## src/rtl/uart_rx_datapath.sv

```systemverilog
// uart_rx_datapath: UART receive stage; start bit, 8 data bits LSB first, optional parity, one stop bit.
//   clk            in   system clock
//   reset          in   synchronous active-high reset
//   rx_in          in   asynchronous serial line, idles high
//   parity_enable  in   frame carries a parity bit (latched at start detection)
//   rx_data        out  last received byte
//   rx_valid       out  one-cycle strobe: rx_data and error flags updated
//   parity_err     out  parity mismatch on the last frame
//   frame_err      out  stop bit sampled low on the last frame
//   busy           out  receiver is inside a frame
module uart_rx_datapath #(
    parameter int CLKS_PER_BIT = 16,
    parameter int PARITY_TYPE  = 0,
    parameter int CNT_WIDTH    = 8
) (
    input  logic       clk,
    input  logic       reset,
    input  logic       rx_in,
    input  logic       parity_enable,
    output logic [7:0] rx_data,
    output logic       rx_valid,
    output logic       parity_err,
    output logic       frame_err,
    output logic       busy
);
    typedef enum logic [2:0] {IDLE, START, DATA, PARITY, STOP} state_t;
    state_t state, state_n;
    logic sync1, rx_s, rx_s_d;
    logic [CNT_WIDTH-1:0] cnt;
    logic [2:0] bit_idx;
    logic [7:0] shreg;
    logic par_en_q, perr_q;
    logic half, full, fall;
    assign half = cnt == CNT_WIDTH'(CLKS_PER_BIT / 2 - 1);
    assign full = cnt == CNT_WIDTH'(CLKS_PER_BIT - 1);
    assign fall = rx_s_d && !rx_s;
    assign busy = state != IDLE;
    always_ff @(posedge clk) begin
        if (reset) state <= IDLE;
        else state <= state_n;
    end
    always_comb begin
        state_n = state;
        case (state)
            IDLE:    state_n = fall ? START : IDLE;
            // mid start bit: a high line here means the edge was a glitch
            START:   state_n = half ? (rx_s ? IDLE : DATA) : START;
            DATA:    state_n = (full && bit_idx == 3'd7) ? (par_en_q ? PARITY : STOP) : DATA;
            PARITY:  state_n = full ? STOP : PARITY;
            // leaving at mid-stop lets a back-to-back start edge be caught
            STOP:    state_n = full ? IDLE : STOP;
            default: state_n = IDLE;
        endcase
    end
    always_ff @(posedge clk) begin
        if (reset) begin
            sync1      <= 1'b1;
            rx_s       <= 1'b1;
            rx_s_d     <= 1'b1;
            cnt        <= '0;
            bit_idx    <= '0;
            shreg      <= '0;
            par_en_q   <= 1'b0;
            perr_q     <= 1'b0;
            rx_data    <= '0;
            rx_valid   <= 1'b0;
            parity_err <= 1'b0;
            frame_err  <= 1'b0;
        end else begin
            sync1    <= rx_in;
            rx_s     <= sync1;
            rx_s_d   <= rx_s;
            rx_valid <= 1'b0;
            cnt      <= (state == IDLE || (state == START && half) || full) ? '0 : cnt + CNT_WIDTH'(1);
            if (state == IDLE && fall) par_en_q <= parity_enable;
            if (state == DATA && full) begin
                shreg   <= {rx_s, shreg[7:1]};
                bit_idx <= bit_idx + 3'd1;
            end
            if (state == PARITY && full) perr_q <= ^{shreg, rx_s} ^ (PARITY_TYPE != 0);
            if (state == STOP && full) begin
                rx_data    <= shreg;
                parity_err <= par_en_q && perr_q;
                frame_err  <= !rx_s;
                rx_valid   <= 1'b1;
            end
        end
    end
endmodule

```

## config.mk

```make
export PLATFORM = sky130hd
export DESIGN_NAME = uart_rx_datapath
export DESIGN_NICKNAME = d
export VERILOG_FILES = /design/src/rtl/uart_rx_datapath.sv
export SDC_FILE = /design/constraint.sdc
export NUM_CORES = 1
export LEC_CHECK = 0
export BUFFER_PORTS_ARGS = -buffer_cell sky130_fd_sc_hd__buf_2
export CAP_MARGIN = 20
export CORE_MARGIN = 5
export CORE_UTILIZATION = 64
export CTS_BUF_LIST = sky130_fd_sc_hd__clkbuf_8
export DETAILED_ROUTE_END_ITERATION = 8
export GPL_TIMING_DRIVEN = 0
export PLACE_DENSITY = 0.82
export SLEW_MARGIN = 20
export SYNTH_ARGS = -nofsm -noshare
export SYNTH_HDL_FRONTEND = slang
export SYNTH_SLANG_ARGS = --single-unit
```

## constraint.sdc

```tcl
create_clock -name clk -period 2.9 [get_ports clk]
set_input_delay 0.435 -clock clk [delete_from_list [all_inputs] [get_ports clk]]
set_output_delay 0.435 -clock clk [all_outputs]
set_load 0.05 [all_outputs]
```

Word level (Yosys, flattened, before mapping)
Cells that the tools add are included.
Widths: inputs -> output; s select.
{ "word_totals": {"in_bits": 4, "reg_bits": 38, "out_inout_bits": 12, "rom_bits": 0, "mem_count": 0, "latch_bits": 0, "ram_bits": 0, "elab_cells": 46} }
{ "classes": {"shift": 0, "div": 0, "n_reduce_logical": 15, "n_mux": 9, "add_sub_neg": 2, "n_lt_le_gt_ge": 0, "n_mul": 0, "bitwise": 0, "eq_ne": 7} }
{ "op_table": {"columns": ["operator", "n"], "rows": [
  ["$pmux 3 s5", 1],
  ["$mux 3", 4],
  ["$reduce_xor 9->1", 1],
  ["$add 8x1->8 const B", 1],
  ["$eq 8x3->1 const B", 1],
  ["$eq 8x4->1 const B", 1],
  ["$logic_and 1x1->1", 8],
  ["$eq 3x2->1 const B", 2],
  ["$eq 3x3->1 const B", 2],
  ["$mux 2", 2],
  ["$add 3x1->3 const B", 1],
  ["$eq 3x1->1 const B", 1],
  ["$logic_not 3->1", 1],
  ["$reduce_bool 3->1", 1],
  ["$logic_or 1x1->1", 2],
  ["$mux 1", 2],
  ["$reduce_or 2->1", 1],
  ["$logic_not 1->1", 1]
]} }

Longest topological paths before layout
{ "logic_depth": {"depth_word": 5, "mapped_depth": 7, "depth_no_buf": 5} }

Worst setup path after synthesis
No wires, ideal clock.
{ "synth_timing": {"path_type": "register to register", "from": "register cnt[0]", "to": "register perr_q", "arrival_time_ps": 1610, "path_buffers": 1, "stages_incl_launch_ff": 7, "required_ps": 2838, "slack_ps": 1228, "synth_period_minus_slack_ps": 1672, "setup_ps": 62, "cell_sequence": "dfxtp_1 -> ha_1 -> and3_1 -> clkbuf_1 -> nand4_1 -> or4_1 -> nand3_1"} }
{ "synth_between": {"elab_chain_cells": 2} }
{ "synth_lines": {"columns": ["item", "line", "source"], "rows": [
  ["start, declared", "29", "logic [CNT_WIDTH-1:0] cnt;"],
  ["start signal, assigned", "74", "cnt <= (state == IDLE || (state == START && half) || full) ? '0 : cnt + CNT_WIDTH'(1);"],
  ["$eq 8x4->1", "35", "assign full = cnt == CNT_WIDTH'(CLKS_PER_BIT - 1);"],
  ["$logic_and 1x1->1", "80", "if (state == PARITY && full) perr_q <= ^{shreg, rx_s} ^ (PARITY_TYPE != 0);"],
  ["end signal, assigned", "80", null],
  ["end, declared", "32", "logic par_en_q, perr_q;"]
]} }
Every way passes these cells.
A chain may end at the register's enable or synchronous reset.

Worst setup path in the final report
{ "layout_timing": {"from": "register cnt[0]", "to": "register rx_data[6]"} }
{ "layout_between": {"elab_chain_cells": 2} }
{ "layout_lines": {"columns": ["item", "line", "source"], "rows": [
  ["$eq 8x4->1", "35", null],
  ["$logic_and 1x1->1", "81", "if (state == STOP && full) begin"],
  ["end signal, assigned", "82", "rx_data <= shreg;"],
  ["end, declared", "20", "output logic [7:0] rx_data,"]
]} }
Every way passes these cells.

==> impl_metrics.env <==
export IMPL_cp_max_fo=10
export IMPL_dieArea_um2=3600
export IMPL_setup_violations=0
export IMPL_fp_dieH_um=60.0
export IMPL_async_flop_share_pct=0
export IMPL_highest_layer="met4"
export IMPL_worstHoldEndpoint="sync1$_SDFF_PP1_"
export IMPL_coreArea_um2=2430
export IMPL_ys_flop_type="dfxtp_1"
export IMPL_min_path_cells=2
export IMPL_ant_nets=0
export IMPL_yosysTopAreaCell="dfxtp_1"
export IMPL_fin_skew_ps=4.56
export IMPL_timing_fmax_mhz=531
export IMPL_post_route_drc_count=0
export IMPL_dr_pass1_iters=4
export IMPL_final_area_um2=1800
export IMPL_holdCritStartpoint="rx_in"
export IMPL_io_buffers=15
export IMPL_placed_area_um2=1710
export IMPL_syn_area_per_cell_um2=9.74
export IMPL_ys_types=34
export IMPL_worst_pin_slew_ps=463
export IMPL_worst_setup_path_start_kind="flip-flop"
export IMPL_vias_per_cell=5.48
export IMPL_hold_viol=0
export IMPL_max_clock_path_buffers=2
export IMPL_clk_insertion_delay_late_ps=280
export IMPL_nets=193
export IMPL_ys_top_cells_by_area="dfxtp_1 48%, mux2i_1 12%, nor2_1 7.5%"
export IMPL_cts_setup_buffers=0
export IMPL_wl_um=2970
export IMPL_slowest_delay_ps=360
export IMPL_power_density_nw_per_um2=505
export IMPL_maxCapViolCount=0
export IMPL_end_kind="flip-flop"
export IMPL_drtIter0Drc=40
export IMPL_worstReg2RegStart="cnt[0]$_SDFF_PP0_"
export IMPL_antennaDiodeCount=0
export IMPL_path_class="reg2reg"
export IMPL_relSlewSlack_pct=69.1
export IMPL_gr_total_overflow=0
export IMPL_power_leakage_nw=0.861
export IMPL_met2_length_um=1470
export IMPL_tns_ps=0
export IMPL_final_fill_count=197
export IMPL_cts_root_buf="clkbuf_8"
export IMPL_wl_met3_um=135
export IMPL_synthCells=164
export IMPL_antenna_found_initial=0
export IMPL_area_growth_pct=12.8
export IMPL_reg2reg_depth=7
export IMPL_critical_path_required_ps=3060
export IMPL_htreeDepth=2
export IMPL_grt_max_degree=12
export IMPL_r2r_setup_slack_ps=1020
export IMPL_initial_utilization_pct=65.7
export IMPL_placementRows=18
export IMPL_hpwl_um=2160
export IMPL_wl_per_cell_um=13.7
export IMPL_ctsResizeCount=0
export IMPL_synth_warnings=0
export IMPL_track_usage_pct=19.4
export IMPL_gp_congestion=0.752
export IMPL_die_x_um=60.0
export IMPL_rsz0062_at_grt="false"
export IMPL_slowest_stage="dfxtp_1"
export IMPL_ys_ff_latch=38
export IMPL_period_share_pct=65.0
export IMPL_via_count=1189
export IMPL_synth_top_area_share_pct=47.6
export IMPL_synth_fp_nets=171
export IMPL_hold_class="in2reg"
export IMPL_drt_met1_wl_um=1300
export IMPL_ys_seq_area_share_pct=47.6
export IMPL_cts_buffers=5
export IMPL_drive_gt1_share_pct=16.6
export IMPL_synth_edf_count=0
export IMPL_postCtsHoldBufs=0
export IMPL_crit_arrival_ps=2040
export IMPL_outcome="completed"
export IMPL_clkTransAtPathRegs_ps=70
export IMPL_grt_pass1_vias=1193
export IMPL_crit_path_cell_trace="ha_1 -> and3_1 -> clkbuf_1 -> nand4_1 -> buf_2 -> mux2i_1 -> nor2_1"
export IMPL_cts_sinks=38
export IMPL_cts_tree="yes"
export IMPL_rr_endpoint="rx_data[6]$_SDFFE_PP0P_"
export IMPL_peakVddDrop_mv=0.472
export IMPL_io_pins=16
export IMPL_grt_pass1_wl_um=5180
export IMPL_fin_crit_ps=1880
export IMPL_syn_area_um2=1600
export IMPL_slew_violations=0
## layout by cell type, fill, tap and decap left out
master | Yosys | layout
dfxtp_1 | 38 | 38
nor2_1 | 32 | 32
mux2i_1 | 19 | 19
buf_2 | 1 | 16
xnor2_1 | 8 | 8
nand2_1 | 7 | 7
clkbuf_1 | 6 | 6
nand3_1 | 6 | 6
clkbuf_8 | 0 | 6
or2_2 | 5 | 5
xor2_1 | 5 | 5
inv_1 | 3 | 4
a21oi_1 | 4 | 4
nand3b_1 | 3 | 3
ha_1 | 3 | 3
nor3_1 | 2 | 2
buf_4 | 2 | 2
nor3b_1 | 2 | 2
nand4_1 | 2 | 2
nor4_4 | 1 | 1
and3_1 | 1 | 1
nor2b_1 | 1 | 1
nand4b_1 | 1 | 1
o21ai_0 | 1 | 1
nor4_1 | 1 | 1
a221oi_1 | 1 | 1
o32a_1 | 1 | 1
a211oi_1 | 1 | 1
o41ai_1 | 1 | 1
a211o_1 | 1 | 1
or3b_1 | 1 | 1
or2_0 | 1 | 1
xnor3_1 | 1 | 1
or4_1 | 1 | 1
nand4bb_1 | 1 | 1
clkinv_2 | 0 | 1
## cell usage after synthesis (2+ instances only)
library cell	n
a21oi_1	4
buf_4	2
clkbuf_1	6
dfxtp_1	38
ha_1	3
inv_1	3
mux2i_1	19
nand2_1	7
nand3_1	6
nand3b_1	3
nand4_1	2
nor2_1	32
nor3_1	2
nor3b_1	2
or2_2	5
xnor2_1	8
xor2_1	5
## per-stage QoR
| stage | hold slack, ps | util, % | power, mW | std cells | setup WS, ps |
|---|---|---|---|---|---|
| 2_1_floorplan | 389 | - | 0.558 | 164 | 1230 |
| 3_3_place_gp | 400 | 70.3 | 0.565 | 209 | 1110 |
| 3_5_place_dp | 394 | 70.3 | 0.566 | 209 | 1040 |
| 4_1_cts | 326 | 74.1 | 0.922 | 217 | 1020 |
| 5_1_grt | 325 | 74.1 | 0.950 | 217 | 774 |
| 6_report | 335 | 74.1 | 0.910 | 217 | 1020 |
## logic make-up after synthesis
family	share of synthesized area [%]
compound gates	4.31
xor+xnor	8.54
fa+ha+maj	2.35
buf+inv	3.37
flops	47.6
mux	11.9
simple gates	21.9
## where the power goes
part,switching [mW],internal (mW)
Sequential,0.00382,0.525
Clock,0.168,0.188
Combinational,0.0159,0.00957
## how the worst max path moves through the flow
stage	from	endpoint	slack, ps	cells past startpoint
6_report	cnt[0]$_SDFF_PP0_	rx_data[6]$_SDFFE_PP0P_	1020	7
5_1_grt	cnt[0]$_SDFF_PP0_	rx_data[6]$_SDFFE_PP0P_	770	7
4_1_cts	cnt[0]$_SDFF_PP0_	rx_data[6]$_SDFFE_PP0P_	1020	7
3_5_place_dp	cnt[0]$_SDFF_PP0_	rx_data[4]$_SDFFE_PP0P_	1040	7
3_3_place_gp	cnt[0]$_SDFF_PP0_	perr_q$_SDFFE_PP0P_	1110	6
2_1_floorplan	cnt[0]$_SDFF_PP0_	perr_q$_SDFFE_PP0P_	1230	6
## flip-flops by register name, indices dropped and copies added, names as in the netlist
signal / cells
rx_data: 8
frame_err: 1
parity_err: 1
shreg: 8
cnt: 8
bit_idx: 3
rx_s_d: 1
par_en_q: 1
rx_valid: 1
sync1: 1
perr_q: 1
state: 3
rx_s: 1
## critical path: cells and delay by family, from the launching register on
family	cells	cell delay [ps]
fa+ha+maj	1	230
buf+inv	2	510
simple gates	3	460
mux	1	190
flops	1	360
## area by class of cell
type                       instances  area, µm²  share of cell area, %
buffer                             9       42.5                   2.36
timing repair buffer              15       75.1                   4.17
inverter                           3       11.3                  0.625
multi-input combinational        114        783                   43.5
tap                               30       37.5                   2.08
sequential                        38        761                   42.2
clock buffer                       6       82.6                   4.58
clock inverter                     2       8.76                  0.486
## metal layers
metal	up-vias	GRT usage (%)
met5	-	0
met4	0	7.59
met3	8	6.48
met2	24	34.3
met1	558	21.3
li1	599	-
Power figures use the tool's default switching activity.
